[src/rtl/phys_reg_release_queue.sv]
// Retire-side release queue: compacts released physical tags from a 4-wide retire bundle into a circular FIFO and drains up to 4 per cycle to the free list.
// Optional RELEASE_DUP_CHECK_EN adds an in-queue tag vector and a sticky dupError_o.
module phys_reg_release_queue #(
    parameter int PHYS_LOG  = 7,
    parameter int DEPTH     = 16,
    parameter int DEPTH_LOG = 4
) (
    input  logic                 clk,
    input  logic                 reset,
    input  logic                 retValid0_i,
    input  logic                 retValid1_i,
    input  logic                 retValid2_i,
    input  logic                 retValid3_i,
    input  logic                 retHasDest0_i,
    input  logic                 retHasDest1_i,
    input  logic                 retHasDest2_i,
    input  logic                 retHasDest3_i,
    input  logic [PHYS_LOG-1:0]  retOldPhys0_i,
    input  logic [PHYS_LOG-1:0]  retOldPhys1_i,
    input  logic [PHYS_LOG-1:0]  retOldPhys2_i,
    input  logic [PHYS_LOG-1:0]  retOldPhys3_i,
    input  logic                 hold_i,
    output logic                 retireStall_o,
    output logic                 commitValid0_o,
    output logic                 commitValid1_o,
    output logic                 commitValid2_o,
    output logic                 commitValid3_o,
    output logic [PHYS_LOG-1:0]  commitReg0_o,
    output logic [PHYS_LOG-1:0]  commitReg1_o,
    output logic [PHYS_LOG-1:0]  commitReg2_o,
    output logic [PHYS_LOG-1:0]  commitReg3_o,
    output logic [DEPTH_LOG:0]   occupancy_o
`ifdef RELEASE_DUP_CHECK_EN
    ,
    output logic                 dupError_o
`endif
);

    localparam int CW = DEPTH_LOG + 1;
    localparam logic [CW-1:0] STALL_ABOVE = CW'(DEPTH - 4);

    logic [DEPTH_LOG-1:0] head;
    logic [DEPTH_LOG-1:0] tail;
    logic [CW-1:0]        count;
    logic [PHYS_LOG-1:0]  mem [DEPTH];

    logic                 ret_valid [4];
    logic                 has_dest  [4];
    logic [PHYS_LOG-1:0]  old_phys  [4];

    logic                 qual      [4];
    logic [DEPTH_LOG-1:0] wr_addr   [4];
    logic [DEPTH_LOG-1:0] rd_addr   [4];
    logic [2:0]           enq;
    logic [2:0]           deq;

    logic                 commit_vld [4];
    logic [PHYS_LOG-1:0]  commit_reg [4];

    assign ret_valid = '{retValid0_i, retValid1_i, retValid2_i, retValid3_i};
    assign has_dest  = '{retHasDest0_i, retHasDest1_i, retHasDest2_i, retHasDest3_i};
    assign old_phys  = '{retOldPhys0_i, retOldPhys1_i, retOldPhys2_i, retOldPhys3_i};

    // Stall looks at occupancy only, so a full-width bundle always fits.
    assign retireStall_o = (count > STALL_ABOVE);
    assign occupancy_o   = count;

    always_comb begin
        enq = 3'd0;
        for (int k = 0; k < 4; k++) begin
            qual[k]    = ret_valid[k] & has_dest[k] & ~retireStall_o;
            wr_addr[k] = tail + DEPTH_LOG'(enq);
            enq        = enq + {2'b00, qual[k]};
        end
    end

    always_comb begin
        if (hold_i)
            deq = 3'd0;
        else if (count >= CW'(4))
            deq = 3'd4;
        else
            deq = count[2:0];
        for (int i = 0; i < 4; i++)
            rd_addr[i] = head + DEPTH_LOG'(i);
    end

    always_ff @(posedge clk) begin
        for (int k = 0; k < 4; k++)
            if (qual[k])
                mem[wr_addr[k]] <= old_phys[k];
    end

    always_ff @(posedge clk) begin
        if (reset) begin
            head  <= '0;
            tail  <= '0;
            count <= '0;
            for (int i = 0; i < 4; i++) begin
                commit_vld[i] <= 1'b0;
                commit_reg[i] <= '0;
            end
        end else begin
            head  <= head + DEPTH_LOG'(deq);
            tail  <= tail + DEPTH_LOG'(enq);
            count <= count + CW'(enq) - CW'(deq);
            for (int i = 0; i < 4; i++) begin
                if (3'(i) < deq) begin
                    commit_vld[i] <= 1'b1;
                    commit_reg[i] <= mem[rd_addr[i]];
                end else begin
                    commit_vld[i] <= 1'b0;
                    commit_reg[i] <= '0;
                end
            end
        end
    end

    assign commitValid0_o = commit_vld[0];
    assign commitValid1_o = commit_vld[1];
    assign commitValid2_o = commit_vld[2];
    assign commitValid3_o = commit_vld[3];
    assign commitReg0_o   = commit_reg[0];
    assign commitReg1_o   = commit_reg[1];
    assign commitReg2_o   = commit_reg[2];
    assign commitReg3_o   = commit_reg[3];

`ifdef RELEASE_DUP_CHECK_EN
    logic [2**PHYS_LOG-1:0] in_q;
    logic [2**PHYS_LOG-1:0] in_q_nxt;
    logic                   dup_hit;

    always_comb begin
        in_q_nxt = in_q;
        dup_hit  = 1'b0;
        for (int i = 0; i < 4; i++)
            if (3'(i) < deq)
                in_q_nxt[mem[rd_addr[i]]] = 1'b0;
        // Sets follow clears so a tag leaving and re-entering in one cycle stays marked.
        for (int k = 0; k < 4; k++) begin
            if (qual[k]) begin
                if (in_q[old_phys[k]])
                    dup_hit = 1'b1;
                for (int j = 0; j < k; j++)
                    if (qual[j] && (old_phys[j] == old_phys[k]))
                        dup_hit = 1'b1;
                in_q_nxt[old_phys[k]] = 1'b1;
            end
        end
    end

    always_ff @(posedge clk) begin
        if (reset) begin
            in_q       <= '0;
            dupError_o <= 1'b0;
        end else begin
            in_q       <= in_q_nxt;
            dupError_o <= dupError_o | dup_hit;
        end
    end
`endif

endmodule

[config.mk]
export PLATFORM = sky130hd
export DESIGN_NAME = phys_reg_release_queue
export DESIGN_NICKNAME = d
export VERILOG_FILES = /design/src/rtl/phys_reg_release_queue.sv
export SDC_FILE = /design/constraint.sdc
export NUM_CORES = 1
export LEC_CHECK = 0
export CORE_MARGIN = 3
export CORE_UTILIZATION = 50
export DETAILED_ROUTE_END_ITERATION = 7
export PLACE_DENSITY_LB_ADDON = 0.2
export SYNTH_ARGS = -nofsm -noshare
export SYNTH_HDL_FRONTEND = slang
export SYNTH_SLANG_ARGS = --single-unit
[constraint.sdc]
create_clock -name clk -period 4.45 [get_ports clk]
set_clock_uncertainty 0.05 [all_clocks]
set_input_delay 0.6675 -clock clk [delete_from_list [all_inputs] [get_ports clk]]
set_output_delay 0.6675 -clock clk [all_outputs]
set_load 0.01 [all_outputs]
---- Word-level counts from Yosys, hierarchy flattened ----
Memory sizes are Yosys's and may differ from the RTL's. A register that Yosys moved wholly into a read port is not among the register bits.
Cells that the tools add are included.
Widths: inputs -> output; s select.
word-level totals
  register bits after elaboration ......... 13
  memory bits (writable) .................. 144
  input port bits ......................... 39
  output and inout port bits .............. 38
  memories kept ........................... 3
operators by class
  add/subtract/negate cells ............... 13
  magnitude comparators ................... 6
  multiplexer cells ....................... 53
  bitwise gates (word level) .............. 25
memories
  memory      words  bits a word  rd ports  clocked after Yosys merged registers in  write ports  RTL line  RTL
  mem         16     7            4         1                                        4            45        logic [PHYS_LOG-1:0] mem [DEPTH];
  commit_reg  4      7            4         0                                        4            58        logic [PHYS_LOG-1:0] commit_reg [4];
  commit_vld  4      1            4         0                                        4            57        logic commit_vld [4];
operators by type and width
  cell                 number
  $mux 7               8
  $mux 1               42
  $or 1x1->1           16
  $add 4x3->4          3
  $add 4x2->4 const B  2
  $and 1x1->1          8
  $lt 1x3->1 const A   2
  $lt 2x3->1 const A   2
  $mux 3               2
  $add 5x3->5          1
  $ge 5x3->1 const B   1
  $gt 5x4->1 const B   1
  $sub 5x3->5          1
  $add 4x1->4          1
  $add 4x1->4 const B  1
  $add 4x2->4          1
  $mux 4               1
  $add 2x1->3          1
  $add 3x1->3          1
  $add 1x1->2          1
  $not 1->1            1

---- Longest topological paths before layout ----
Gate-level depths: netlist of run 1.
  word-level depth ........................ 9
  depth in mapped cells ................... 22
  mapped depth without buffers ............ 20

---- Worst setup path after synthesis of run 1 ----
No wires, ideal clock.
  path kind ............................... reg2reg
  start point ............................. register count[4], in the netlist occupancy_o[4]
  end point ............................... memory mem[15][0] (enable)
  setup time .............................. 0.381 ns
  data arrival time ....................... 4.535 ns
  data required time ...................... 4.019 ns
  slack ................................... -0.516 ns
  stages on the path, launching flop included .. 21
  period minus slack after synthesis ...... 4.966 ns
  cells stage by stage .................... dfxtp_1 -> buf_2 -> inv_1 -> ha_1 -> and2_1 -> buf_2 -> a21oi_2 -> and3_1 -> inv_1 -> fa_1 -> inv_1 -> ha_1 -> inv_1 -> fa_1 -> nand2b_1 -> a2111oi_4 -> nand2_1 -> nor2_1 -> buf_2 -> nor3_1 -> o21ai_0
RTL lines
  item                    RTL line  RTL
  start, declared         44        logic [CW-1:0] count;
  start signal, assigned  106       count <= count + CW'(enq) - CW'(deq);
  end, declared           45

==> results.ini, run 1 <==
[power]
switching_share=0.383
comb_power_share=0.458
power_frac_seq=0.322
p_int_uw=4080
power_density_nw_per_um2=407
p_leak_uw=0.00638
clkPwrFrac=0.220
power_uw=6610
p_switching_uw=2530
vdd_ir_drop_max_v=0.000388

[critical_path]
cp_max_fo=8
cp-startpoint=occupancy_o[3]$_SDFF_PP0_
worst_setup_path_end_kind=register
path_class=register to register
worstSetupStartpointType=register
r2r_start=occupancy_o[3]$_SDFF_PP0_
cp_data_arrival_time_ns=4.49
cp.required_ns=4.60

[yosys]
yosys.area.top_type=edfxtp_1
synth_top_area_frac=0.308
synth_area_sq_um=14000
yosys_register_bits=157
synth_edf_count=144
ys_types=74
synthMostInstantiatedCell=mux2i_1
synth_commonest_cells=mux2i_1 (164), edfxtp_1 (144), mux4_2 (126)
synth_async_sr_flop_share=0
yosys_most_used_dff=edfxtp_1
seq_area_frac_synth=0.327
ys_warn_count=0
syn_area_per_cell_sq_um=11.7
synthTopCellsByArea=edfxtp_1 (31%), mux4_2 (20%), mux2i_1 (12%), mux2_2 (3.2%), ha_1 (2.7%)
syn_inst=1201

[finish]
nets=1391
fin_util=0.596
fin_cells=1701
syn_to_final_growth_pct=15.8
antenna_cells=0
drive_gt1_frac=0.268
largest_reg_flops=112

[detailed_routing]
drtAntennaViolNets=0
routed_wl_um=46500
drc=0
num_vias=11400
drtIter0Drc=1408
wl_per_cell_um=27.4
dr.pass1.iters=6
via_per_inst=6.67

[placed_design]
dp_cells=1669
routabilityCongestion=0.973
portBuffers=76
hpwl_um=35000

[global_route]
grt_first_pass_wirelength_um=69300
grt_pass1_vias=10700
antenna_found_initial=0
grt_usage=0.307
grt_max_degree=45
grt_overflow_total=0

[die]
dieWidth_um=174
start_util=0.515
rows=60
io_pins=77
core_area_sq_um=27300
die_h_um=174
die-area_sq_um=30100

[run_status]
status=completed

[clock_network]
clock_sinks=157
cts_tree=yes
clockRootBuffer=clkbuf_16
clk_latency_ns=0.44
clkSlewWorstSetupHoldPaths_ns=0.08
clockBufferDepth=2
numCtsBuffers=17
htree_num_levels=4
cts_setup_buffers=0

[hold_path]
min_from=tail[3]$_SDFF_PP0_
hold_class=register to register

[sta]
hold_viol=0
max_freq_ghz=0.231
drv_slew=0
holdWs_ns=0.472
setup_viol=0
fin_crit_ns=4.33
slew_headroom=0.321
fin_crit_sh=0.974
tightest_slew_ns=1.02

[flow_run]
drv_cap=0

-- worst max-delay path: stages, from the launching register on --
cell	delay (ns)
dfxtp_1	0.35
or3b_1	0.44
a21oi_4	0.20
and3_4	0.20
inv_1	0.05
fa_1	0.44
inv_1	0.09
ha_2	0.18
inv_1	0.06
fa_1	0.59
nand2b_1	0.10
a2111oi_4	0.32
buf_4	0.21
nand3_2	0.25
mux2i_1	0.19
a21oi_1	0.36
-- worst paths after layout --
kind	end	slack, ns	depth (start not counted)
worst max-delay path	mem[8][6]$_DFFE_PP_	0.12	15
worst min-delay path	tail[3]$_SDFF_PP0_	0.47	2
worst max register to register	mem[8][6]$_DFFE_PP_	0.12	15
worst min register to register	tail[3]$_SDFF_PP0_	0.47	2
-- cells in the final DEF, fill, tap and decap left out, types with 28 or more instances in the layout --
cell type | netlist | final
mux2_2 | 40 | 40
a211oi_1 | 41 | 41
nand2b_1 | 33 | 33
mux4_2 | 126 | 126
a21oi_1 | 73 | 73
o21ai_0 | 40 | 37
nor2b_1 | 40 | 40
ha_1 | 30 | 28
edfxtp_1 | 144 | 144
nand2_1 | 96 | 96
buf_4 | 6 | 81
clkdlybuf4s50_1 | 0 | 76
conb_1 | 1 | 32
mux2i_1 | 164 | 164
nor2_1 | 30 | 29
-- cell families after synthesis --
logic type                 after synthesis  synth area share
muxes                                  336             0.356
DFF                                    157             0.327
adders and majority gates               36            0.0353
AOI/OAI and AO/OA                      231             0.115
buffers and inverters                  122            0.0387
and+or+nand+nor                        297             0.113
other                                    1          0.000267
xor gates and xnor gates                21            0.0147
-- area by class of cell --
| cell class | instances | area (sq um) |
|---|---|---|
| sequential | 157 | 4590 |
| multi-input combinational | 953 | 9110 |
| tap | 372 | 465 |
| timing repair buffer | 159 | 1410 |
| clock buffer | 17 | 425 |
| fill | 2231 | 11000 |
| clock inverter | 15 | 145 |
| inverter | 28 | 105 |
-- metrics by stage --
stage | instance area [sq um] | TNS [ns] | setup slack (ns)
after floorplan | 14200 | 0 | 0.0456
after CTS | 16200 | 0 | 0.166
after global routing | 16200 | -0.0795 | -0.0129
final | 16200 | 0 | 0.115
after detailed placement | 15700 | 0 | 0.0738
after global placement | 15700 | 0 | 0.108
-- timing repair --
action                                  in CTS  in global routing
resized for setup                            0                  9
hold buffers                                 0                  0
endpoints found under the setup margin       0                 65
hold endpoints to repair                     0                  0
-- power by group through the flow --
stage	registers (uW)	clock network, uW	logic, uW
after floorplan	2050	0	2110
after global placement	2140	0	2930
after detailed placement	2150	0	2970
after CTS	2120	1460	2980
after global routing	2160	1520	3210
final	2130	1450	3030
-- metal layers --
| metal | up-vias | global-route usage | wire length, um |
|---|---|---|---|
| li1 | 4879 | - | - |
| met1 | 5515 | 0.416 | 18000 |
| met2 | 792 | 0.475 | 20800 |
| met3 | 167 | 0.0659 | 4950 |
| met4 | 0 | 0.143 | 2780 |
| met5 | - | 0 | 0 |
Power figures use the tool's default switching activity.
==> run 2: changes to the inputs <==
--- a/config.mk
+++ b/config.mk
@@ -12,3 +12,4 @@
 export SYNTH_ARGS = -nofsm -noshare
 export SYNTH_HDL_FRONTEND = slang
 export SYNTH_SLANG_ARGS = --single-unit
+export TNS_END_PERCENT = 10
==> results of run 2 <==
Same layout as run 1: the final DEF is identical, and so are final timing and power.
==> run 3: changes to the inputs <==
--- a/config.mk
+++ b/config.mk
@@ -12,4 +12,3 @@
 export SYNTH_ARGS = -nofsm -noshare
 export SYNTH_HDL_FRONTEND = slang
 export SYNTH_SLANG_ARGS = --single-unit
-export TNS_END_PERCENT = 10
==> results of run 3 <==
Same layout as run 1: the final DEF is identical, and so are final timing and power.
